===== src/rtl/axil_pkg.sv =====
// Shared AXI-Lite definitions: response codes, bus widths and the command-master state encoding.
// ST_DRAIN exists only when AXIL_CMD_MASTER_TIMEOUT_EN is defined.
package axil_pkg;

    localparam int DATA_W = 32;
    localparam int STRB_W = 4;

    localparam logic [1:0] RESP_OKAY   = 2'b00;
    localparam logic [1:0] RESP_EXOKAY = 2'b01;
    localparam logic [1:0] RESP_SLVERR = 2'b10;
    localparam logic [1:0] RESP_DECERR = 2'b11;

    typedef enum logic [2:0] {
        ST_IDLE,
        ST_WRITE,
        ST_WR_RESP,
        ST_READ,
        ST_RD_DATA,
        ST_RSP
`ifdef AXIL_CMD_MASTER_TIMEOUT_EN
        , ST_DRAIN
`endif
    } axil_state_e;

endpackage


===== src/rtl/axil_cmd_master.sv =====
// AXI4-Lite master turning a valid/ready command port into single read/write bursts.
// Define AXIL_CMD_MASTER_TIMEOUT_EN to add the response watchdog and DRAIN state.
module axil_cmd_master
    import axil_pkg::*;
#(
    parameter int         ADDR_WIDTH     = 32,
    parameter logic [2:0] PROT           = 3'b000,
    parameter int         TIMEOUT_CYCLES = 1024
) (
    input  logic                  aclk,
    input  logic                  areset,

    input  logic                  cmd_valid,
    output logic                  cmd_ready,
    input  logic                  cmd_we,
    input  logic [ADDR_WIDTH-1:0] cmd_addr,
    input  logic [DATA_W-1:0]     cmd_wdata,
    input  logic [STRB_W-1:0]     cmd_wstrb,

    output logic                  rsp_valid,
    input  logic                  rsp_ready,
    output logic [DATA_W-1:0]     rsp_rdata,
    output logic [1:0]            rsp_resp,
    output logic                  rsp_timeout,

    output logic [ADDR_WIDTH-1:0] m_axi_awaddr,
    output logic [2:0]            m_axi_awprot,
    output logic                  m_axi_awvalid,
    input  logic                  m_axi_awready,
    output logic [DATA_W-1:0]     m_axi_wdata,
    output logic [STRB_W-1:0]     m_axi_wstrb,
    output logic                  m_axi_wvalid,
    input  logic                  m_axi_wready,
    input  logic [1:0]            m_axi_bresp,
    input  logic                  m_axi_bvalid,
    output logic                  m_axi_bready,
    output logic [ADDR_WIDTH-1:0] m_axi_araddr,
    output logic [2:0]            m_axi_arprot,
    output logic                  m_axi_arvalid,
    input  logic                  m_axi_arready,
    input  logic [DATA_W-1:0]     m_axi_rdata,
    input  logic [1:0]            m_axi_rresp,
    input  logic                  m_axi_rvalid,
    output logic                  m_axi_rready
);

    axil_state_e             state_reg, state_next;
    logic [ADDR_WIDTH-1:0]   addr_reg, addr_next;
    logic [DATA_W-1:0]       wdata_reg, wdata_next;
    logic [STRB_W-1:0]       wstrb_reg, wstrb_next;
    logic                    awvalid_reg, awvalid_next;
    logic                    wvalid_reg, wvalid_next;
    logic                    bready_reg, bready_next;
    logic                    arvalid_reg, arvalid_next;
    logic                    rready_reg, rready_next;
    logic                    rsp_valid_reg, rsp_valid_next;
    logic [DATA_W-1:0]       rsp_rdata_reg, rsp_rdata_next;
    logic [1:0]              rsp_resp_reg, rsp_resp_next;

`ifdef AXIL_CMD_MASTER_TIMEOUT_EN
    localparam logic [15:0] TIMEOUT_LAST = 16'(TIMEOUT_CYCLES - 1);

    logic [15:0]             cnt_reg, cnt_next;
    logic                    rsp_timeout_reg, rsp_timeout_next;
    // b_pend/r_pend remember which AXI response is still owed after a timeout
    logic                    b_pend_reg, b_pend_next;
    logic                    r_pend_reg, r_pend_next;
    logic                    drain_active;
`endif

    always_ff @(posedge aclk or posedge areset) begin
        if (areset) begin
            state_reg       <= ST_IDLE;
            addr_reg        <= '0;
            wdata_reg       <= '0;
            wstrb_reg       <= '0;
            awvalid_reg     <= 1'b0;
            wvalid_reg      <= 1'b0;
            bready_reg      <= 1'b0;
            arvalid_reg     <= 1'b0;
            rready_reg      <= 1'b0;
            rsp_valid_reg   <= 1'b0;
            rsp_rdata_reg   <= '0;
            rsp_resp_reg    <= '0;
`ifdef AXIL_CMD_MASTER_TIMEOUT_EN
            cnt_reg         <= '0;
            rsp_timeout_reg <= 1'b0;
            b_pend_reg      <= 1'b0;
            r_pend_reg      <= 1'b0;
`endif
        end else begin
            state_reg       <= state_next;
            addr_reg        <= addr_next;
            wdata_reg       <= wdata_next;
            wstrb_reg       <= wstrb_next;
            awvalid_reg     <= awvalid_next;
            wvalid_reg      <= wvalid_next;
            bready_reg      <= bready_next;
            arvalid_reg     <= arvalid_next;
            rready_reg      <= rready_next;
            rsp_valid_reg   <= rsp_valid_next;
            rsp_rdata_reg   <= rsp_rdata_next;
            rsp_resp_reg    <= rsp_resp_next;
`ifdef AXIL_CMD_MASTER_TIMEOUT_EN
            cnt_reg         <= cnt_next;
            rsp_timeout_reg <= rsp_timeout_next;
            b_pend_reg      <= b_pend_next;
            r_pend_reg      <= r_pend_next;
`endif
        end
    end

    always_comb begin
        state_next     = state_reg;
        addr_next      = addr_reg;
        wdata_next     = wdata_reg;
        wstrb_next     = wstrb_reg;
        awvalid_next   = awvalid_reg;
        wvalid_next    = wvalid_reg;
        bready_next    = bready_reg;
        arvalid_next   = arvalid_reg;
        rready_next    = rready_reg;
        rsp_valid_next = rsp_valid_reg;
        rsp_rdata_next = rsp_rdata_reg;
        rsp_resp_next  = rsp_resp_reg;
`ifdef AXIL_CMD_MASTER_TIMEOUT_EN
        cnt_next         = cnt_reg;
        rsp_timeout_next = rsp_timeout_reg;
        b_pend_next      = b_pend_reg;
        r_pend_next      = r_pend_reg;
        drain_active     = 1'b0;
`endif

        case (state_reg)
            ST_IDLE: begin
                if (cmd_valid) begin
                    addr_next  = cmd_addr;
                    wdata_next = cmd_wdata;
                    wstrb_next = cmd_wstrb;
`ifdef AXIL_CMD_MASTER_TIMEOUT_EN
                    cnt_next         = '0;
                    rsp_timeout_next = 1'b0;
`endif
                    if (cmd_we) begin
                        awvalid_next = 1'b1;
                        wvalid_next  = 1'b1;
                        state_next   = ST_WRITE;
                    end else begin
                        arvalid_next = 1'b1;
                        state_next   = ST_READ;
                    end
                end
            end
            ST_WRITE: begin
                // address and data channels retire independently
                if (awvalid_reg && m_axi_awready) awvalid_next = 1'b0;
                if (wvalid_reg && m_axi_wready)   wvalid_next  = 1'b0;
                if (!awvalid_next && !wvalid_next) begin
                    bready_next = 1'b1;
                    state_next  = ST_WR_RESP;
                end
            end
            ST_WR_RESP: begin
                if (bready_reg && m_axi_bvalid) begin
                    rsp_resp_next  = m_axi_bresp;
                    rsp_rdata_next = '0;
                    bready_next    = 1'b0;
                    rsp_valid_next = 1'b1;
                    state_next     = ST_RSP;
                end
            end
            ST_READ: begin
                if (arvalid_reg && m_axi_arready) begin
                    arvalid_next = 1'b0;
                    rready_next  = 1'b1;
                    state_next   = ST_RD_DATA;
                end
            end
            ST_RD_DATA: begin
                if (rready_reg && m_axi_rvalid) begin
                    rsp_rdata_next = m_axi_rdata;
                    rsp_resp_next  = m_axi_rresp;
                    rready_next    = 1'b0;
                    rsp_valid_next = 1'b1;
                    state_next     = ST_RSP;
                end
            end
            ST_RSP: begin
                if (rsp_ready) begin
                    rsp_valid_next = 1'b0;
                    state_next     = ST_IDLE;
`ifdef AXIL_CMD_MASTER_TIMEOUT_EN
                    if (rsp_timeout_reg) state_next = ST_DRAIN;
`endif
                end
            end
`ifdef AXIL_CMD_MASTER_TIMEOUT_EN
            ST_DRAIN: begin
                if (!b_pend_reg && !r_pend_reg) state_next = ST_IDLE;
            end
`endif
            default: state_next = ST_IDLE;
        endcase

`ifdef AXIL_CMD_MASTER_TIMEOUT_EN
        // watchdog: a normal completion in the same cycle takes priority
        if (state_reg inside {ST_WRITE, ST_WR_RESP, ST_READ, ST_RD_DATA}) begin
            cnt_next = cnt_reg + 16'd1;
            if (state_next == state_reg && cnt_reg >= TIMEOUT_LAST) begin
                state_next       = ST_RSP;
                rsp_valid_next   = 1'b1;
                rsp_resp_next    = RESP_SLVERR;
                rsp_rdata_next   = '0;
                rsp_timeout_next = 1'b1;
                b_pend_next      = (state_reg == ST_WRITE) || (state_reg == ST_WR_RESP);
                r_pend_next      = (state_reg == ST_READ) || (state_reg == ST_RD_DATA);
            end
        end

        // after a timeout, finish whatever handshakes are still open without reporting them
        drain_active = (state_reg == ST_DRAIN) || (state_reg == ST_RSP && rsp_timeout_reg);
        if (drain_active) begin
            awvalid_next = awvalid_reg && !m_axi_awready;
            wvalid_next  = wvalid_reg && !m_axi_wready;
            arvalid_next = arvalid_reg && !m_axi_arready;
            b_pend_next  = b_pend_reg && !(bready_reg && m_axi_bvalid);
            r_pend_next  = r_pend_reg && !(rready_reg && m_axi_rvalid);
            bready_next  = b_pend_next && !awvalid_next && !wvalid_next;
            rready_next  = r_pend_next && !arvalid_next;
        end
`endif
    end

    assign cmd_ready     = (state_reg == ST_IDLE) && !areset;
    assign rsp_valid     = rsp_valid_reg;
    assign rsp_rdata     = rsp_rdata_reg;
    assign rsp_resp      = rsp_resp_reg;
`ifdef AXIL_CMD_MASTER_TIMEOUT_EN
    assign rsp_timeout   = rsp_timeout_reg;
`else
    assign rsp_timeout   = 1'b0;
`endif

    assign m_axi_awaddr  = addr_reg;
    assign m_axi_awprot  = PROT;
    assign m_axi_awvalid = awvalid_reg;
    assign m_axi_wdata   = wdata_reg;
    assign m_axi_wstrb   = wstrb_reg;
    assign m_axi_wvalid  = wvalid_reg;
    assign m_axi_bready  = bready_reg;
    assign m_axi_araddr  = addr_reg;
    assign m_axi_arprot  = PROT;
    assign m_axi_arvalid = arvalid_reg;
    assign m_axi_rready  = rready_reg;

endmodule

===== config.mk =====
export PLATFORM = sky130hd
export DESIGN_NAME = axil_cmd_master
export DESIGN_NICKNAME = d
export VERILOG_FILES = /design/src/rtl/axil_pkg.sv /design/src/rtl/axil_cmd_master.sv
export SDC_FILE = /design/constraint.sdc
export NUM_CORES = 1
export LEC_CHECK = 0
export CORE_ASPECT_RATIO = 2
export CORE_MARGIN = 4
export CORE_UTILIZATION = 35
export CTS_BUF_LIST = sky130_fd_sc_hd__clkbuf_16
export DETAILED_ROUTE_END_ITERATION = 8
export PLACE_DENSITY_LB_ADDON = 0.3
export SLEW_MARGIN = 20
export SYNTH_ARGS = -nofsm -noshare
export SYNTH_HDL_FRONTEND = slang
export SYNTH_SLANG_ARGS = --single-unit

===== constraint.sdc =====
create_clock -name aclk -period 3.2 [get_ports aclk]
set_input_delay 0.32 -clock aclk [delete_from_list [all_inputs] [get_ports aclk]]
set_output_delay 0.32 -clock aclk [all_outputs]
set_load 0.05 [all_outputs]

### Yosys cells after proc, flatten, opt, wreduce, memory -nomap -nowiden

Index checks and enable logic that the tools add are counted.

* eq/ne operators: 13
* muxes and demuxes: 36
* reductions and logical operators: 25

Operator list (number)
* $mux W32: 2
* $pmux W32 S2: 1
* $mux W3: 6
* $pmux W3 S6: 1
* $mux W1: 16
* $ne A2 B2 Y1 const B: 8
* $reduce_and A3 Y1: 4
* $pmux W1 S2: 5
* $reduce_bool A2 Y1: 5
* $reduce_and A4 Y1: 2
* $logic_and A1 B1 Y1: 7
* $eq A3 B2 Y1 const B: 2
* $eq A3 B3 Y1 const B: 2
* $mux W2: 3
* $reduce_and A6 Y1: 1
* $pmux W2 S2: 1
* $eq A3 B1 Y1 const B: 1
* $logic_not A1 Y1: 3
* $logic_not A3 Y1: 1
* $pmux W1 S3: 1
* $reduce_bool A3 Y1: 1
* $reduce_and A2 Y1: 1

* bits in registers: 111
* input bits: 114
* output and inout bits: 148
* word-level logic and storage cells: 86

### Logic depth before layout (Yosys ltp)

* depth in word-level cells: 7
* gate-level depth with buffers: 7
* depth with buffers taken out: 4

### Least setup slack after synthesis

OpenSTA, ideal clock, no wires.

* path type: reg2out
* start point: reg state_reg[1]
* end point: out cmd_ready
* data arrival time: 2226 ps
* data required time: 2880 ps
* path slack: 654 ps
* cell stages (with the launch flop): 4
* path buffers: 2
* cell sequence: dfrtp_1 -> buf_6 -> clkbuf_1 -> nor4_1

* longest elaborated chain between the ends: 2

Ends and longest elaborated chain
* start, declared: RTL line axil_cmd_master.sv:47 `axil_state_e state_reg, state_next;`
* start signal, assigned: RTL line axil_cmd_master.sv:92 `state_reg <= state_next;`
* $logic_not A3 Y1: RTL line axil_cmd_master.sv:234 `assign cmd_ready = (state_reg == ST_IDLE) && !areset;`
* $logic_and A1 B1 Y1: RTL line axil_cmd_master.sv:234
* end, declared: RTL line axil_cmd_master.sv:14 `output logic cmd_ready,`

Every way passes these cells.

### Worst setup path in the final report

Same ends and word-level chain as after synthesis.

==> run_results.csv <==
group,metric,value,unit
run_status,outcome,"completed",
placement,place.gp.congestion,0.796,
run,max-cap-violations,0,
yosys,synth-xor-area-share,0,
global_routing,track_usage,0.165,
worst_setup_path,regToRegSetupSlack,1.07,ns
yosys,ys_seq_elements,111,
yosys,async_flop_share,1.00,
detailed_routing,drt_wl_total,13100,um
yosys,synth.avg_cell_area,12.0,um^2
global_routing,grt_pass1_wl,20700,um
final_layout,area_growth_syn_to_layout,56.2,%
yosys,synthCells,399,
sta,hold_ws,0.485,ns
cts,cts_tree,"yes",
cts,clk_latency,0.34,ns
detailed_routing,ant_nets,0,
final_layout,drive_gt1_frac,0.137,
yosys,synthMuxAreaShare,0.172,
worst_setup_path,crit_type,"reg -> out",
yosys,syn_area,0.00480,mm^2
yosys,synth.most_common_cell,"dfrtp_1",
placement,portBuffers,254,
global_routing,antenna_found_initial,0,
min_path,holdCritStartpoint,"rsp_rdata[21]",
global_routing,grt_pass1_vias,3876,
detailed_routing,drc,0,
global_routing,grt_overflow,0,
yosys,synthDistinctLibCells,31,
detailed_routing,firstDrtPassIters,4,
yosys,ys_top_cells_by_count,"111 x dfrtp_1, 80 x nand2_1, 51 x mux2_2",
worst_setup_path,ff2ff_path_depth,3,
min_path,hold-path-endpoint,"rsp_rdata[21]",
sta,finalCritPeriodShare,0.771,
yosys,yosys.area.top_type,"dfrtp_1",
final_layout,fin_nets,729,
cts,htreeDepth,3,
yosys,netlist_top_cells_area,"dfrtp_1 58%, mux2_2 12%, buf_4 6.6%, nand2_1 6.3%, o21ai_0 3.4%",
min_path,hp-class,"reg -> reg",
worst_setup_path,cp.required,2.88,ns
cts,clock_path_buffers,2,
yosys,synth_compound_area_frac,0.0618,
sta,slew_headroom,0.361,
min_path,whs_path_depth,2,
yosys,yosys.area_share.simple,0.0890,
sta,finClkSkew,0.0114,ns
sta,setup_tns,0,ns
sta,fmax,0.406,GHz
final_layout,nFillCells,1170,
detailed_routing,vias_per_cell,4.73,
cts,cts_hold_buf,0,
worst_setup_path,worst_setup_path_end_kind,"output port",
sta,setup_viol,0,
floorplanning,die_x,90.8,um
detailed_routing,vias,3663,
cts,clk_pin_slew,0.08,ns
cts,post-cts-setup-buffer-count,0,
sta,final-hold-violation-count,0,
sta,worstMarginPinSlew,0.959,ns
yosys,yosysSeqAreaShare,0.579,
final_layout,final_core_util,0.558,
cts,cts_buffers,9,
yosys,synth_top_cell_area_share,0.579,
final_layout,n_antenna_cell,0,
detailed_routing,drt-initial-drc-count,113,
yosys,synth_edf_count,0,
detailed_routing,wl_per_cell,16.9,um
sta,drv_slew,0,
floorplanning,io_pins,262,
worst_setup_path,cp-start-kind,"register",
placement,dpl.hpwl,10300,um
yosys,synth_fa_ha_area_frac,0,
worst_setup_path,r2r-end,"rsp_rdata[12]",
yosys,synth_ff_type,"dfrtp_1",
sta,rsz0062_at_grt,"no",
floorplanning,start_util,0.357,
sta,fin_crit,2.47,ns
floorplanning,coreArea,0.0134,mm^2
cts,cts-resized-gates,0,
worst_setup_path,crit_path_max_fanout,15,
floorplanning,die_y,174,um
worst_setup_path,critical_path_arrival,2.15,ns
yosys,yosysWarningCount,0,
yosys,synth_top_family_by_area,"multiplexers",
cts,root_buffer,"clkbuf_16",
global_routing,grt_max_degree,69,
worst_setup_path,rr_startpoint,"state_reg[1]",
cts,clock-sinks,111,
floorplanning,dieArea,0.0158,mm^2
floorplanning,rows,60,
## kinds of logic after synthesis
family,after synthesis
buffers and inverters,66
AOI/OAI and AO/OA,53
DFF,111
other,1
muxes,70
and+or+nand+nor,98
## critical path, stage by stage, from the launching register on
cell,delay (ns)
dfrtp_1,0.58
nor4_1,0.37
clkdlybuf4s50_1,0.86
## how the worst max path moves through the flow
stage | cells after the start | from | to
3_5_place_dp | 3 | areset | cmd_ready
5_1_grt | 2 | state_reg[1] | cmd_ready
2_1_floorplan | 3 | state_reg[1] | cmd_ready
6_report | 2 | state_reg[1] | cmd_ready
3_3_place_gp | 3 | areset | cmd_ready
4_1_cts | 2 | state_reg[1] | cmd_ready
## cells in the final DEF (no fill, tap or decap)
| master | n |
|---|---|
| nor4_1 | 1 |
| nand3_1 | 5 |
| clkinvlp_4 | 3 |
| a22oi_1 | 1 |
| nor4b_4 | 1 |
| a21o_2 | 1 |
| clkinv_1 | 1 |
| a2bb2oi_1 | 1 |
| dfrtp_1 | 111 |
| inv_6 | 2 |
| inv_1 | 5 |
| mux2_2 | 51 |
| nor2_1 | 5 |
| mux2i_1 | 2 |
| bufinv_16 | 1 |
| buf_12 | 3 |
| inv_8 | 1 |
| a31oi_1 | 1 |
| conb_1 | 7 |
| o21ai_1 | 5 |
| a22o_1 | 3 |
| buf_4 | 2 |
| mux2_4 | 10 |
| a21oi_1 | 3 |
| nand4b_1 | 2 |
| nand2b_1 | 2 |
| nor3_4 | 1 |
| clkdlybuf4s50_1 | 254 |
| o21ai_0 | 33 |
| a211o_1 | 1 |
| mux2_1 | 7 |
| nand2_1 | 80 |
| a21boi_0 | 1 |
| nor2b_1 | 1 |
| clkbuf_16 | 9 |
| o22ai_1 | 3 |
## final cells by class
cell class	count	area, um^2	area share
timing repair buffer	259	2620	0.349
clock buffer	9	225	0.0301
sequential	111	2780	0.371
tap	155	194	0.0259
multi-input combinational	228	1570	0.210
clock inverter	7	77.6	0.0104
inverter	6	26.3	0.00351
## stage by stage
step	instance area (um^2)	setup slack (ns)	cells
after floorplan	4820	0.654	405
after global routing	7490	0.615	775
after global placement	7190	1.04	759
after CTS	7490	0.711	775
final	7490	0.734	775
after detailed placement	7190	1.00	759
## layer usage
layer,global-route usage,part of all wire,vias up
li1,-,-,1719
met1,0.161,0.34,1759
met2,0.325,0.57,169
met3,0.0430,0.068,16
met4,0.0617,0.024,0
met5,0,0,-
Power is not shown: default switching activity piles up to over one toggle a cycle in this logic, so the estimate is an artifact.
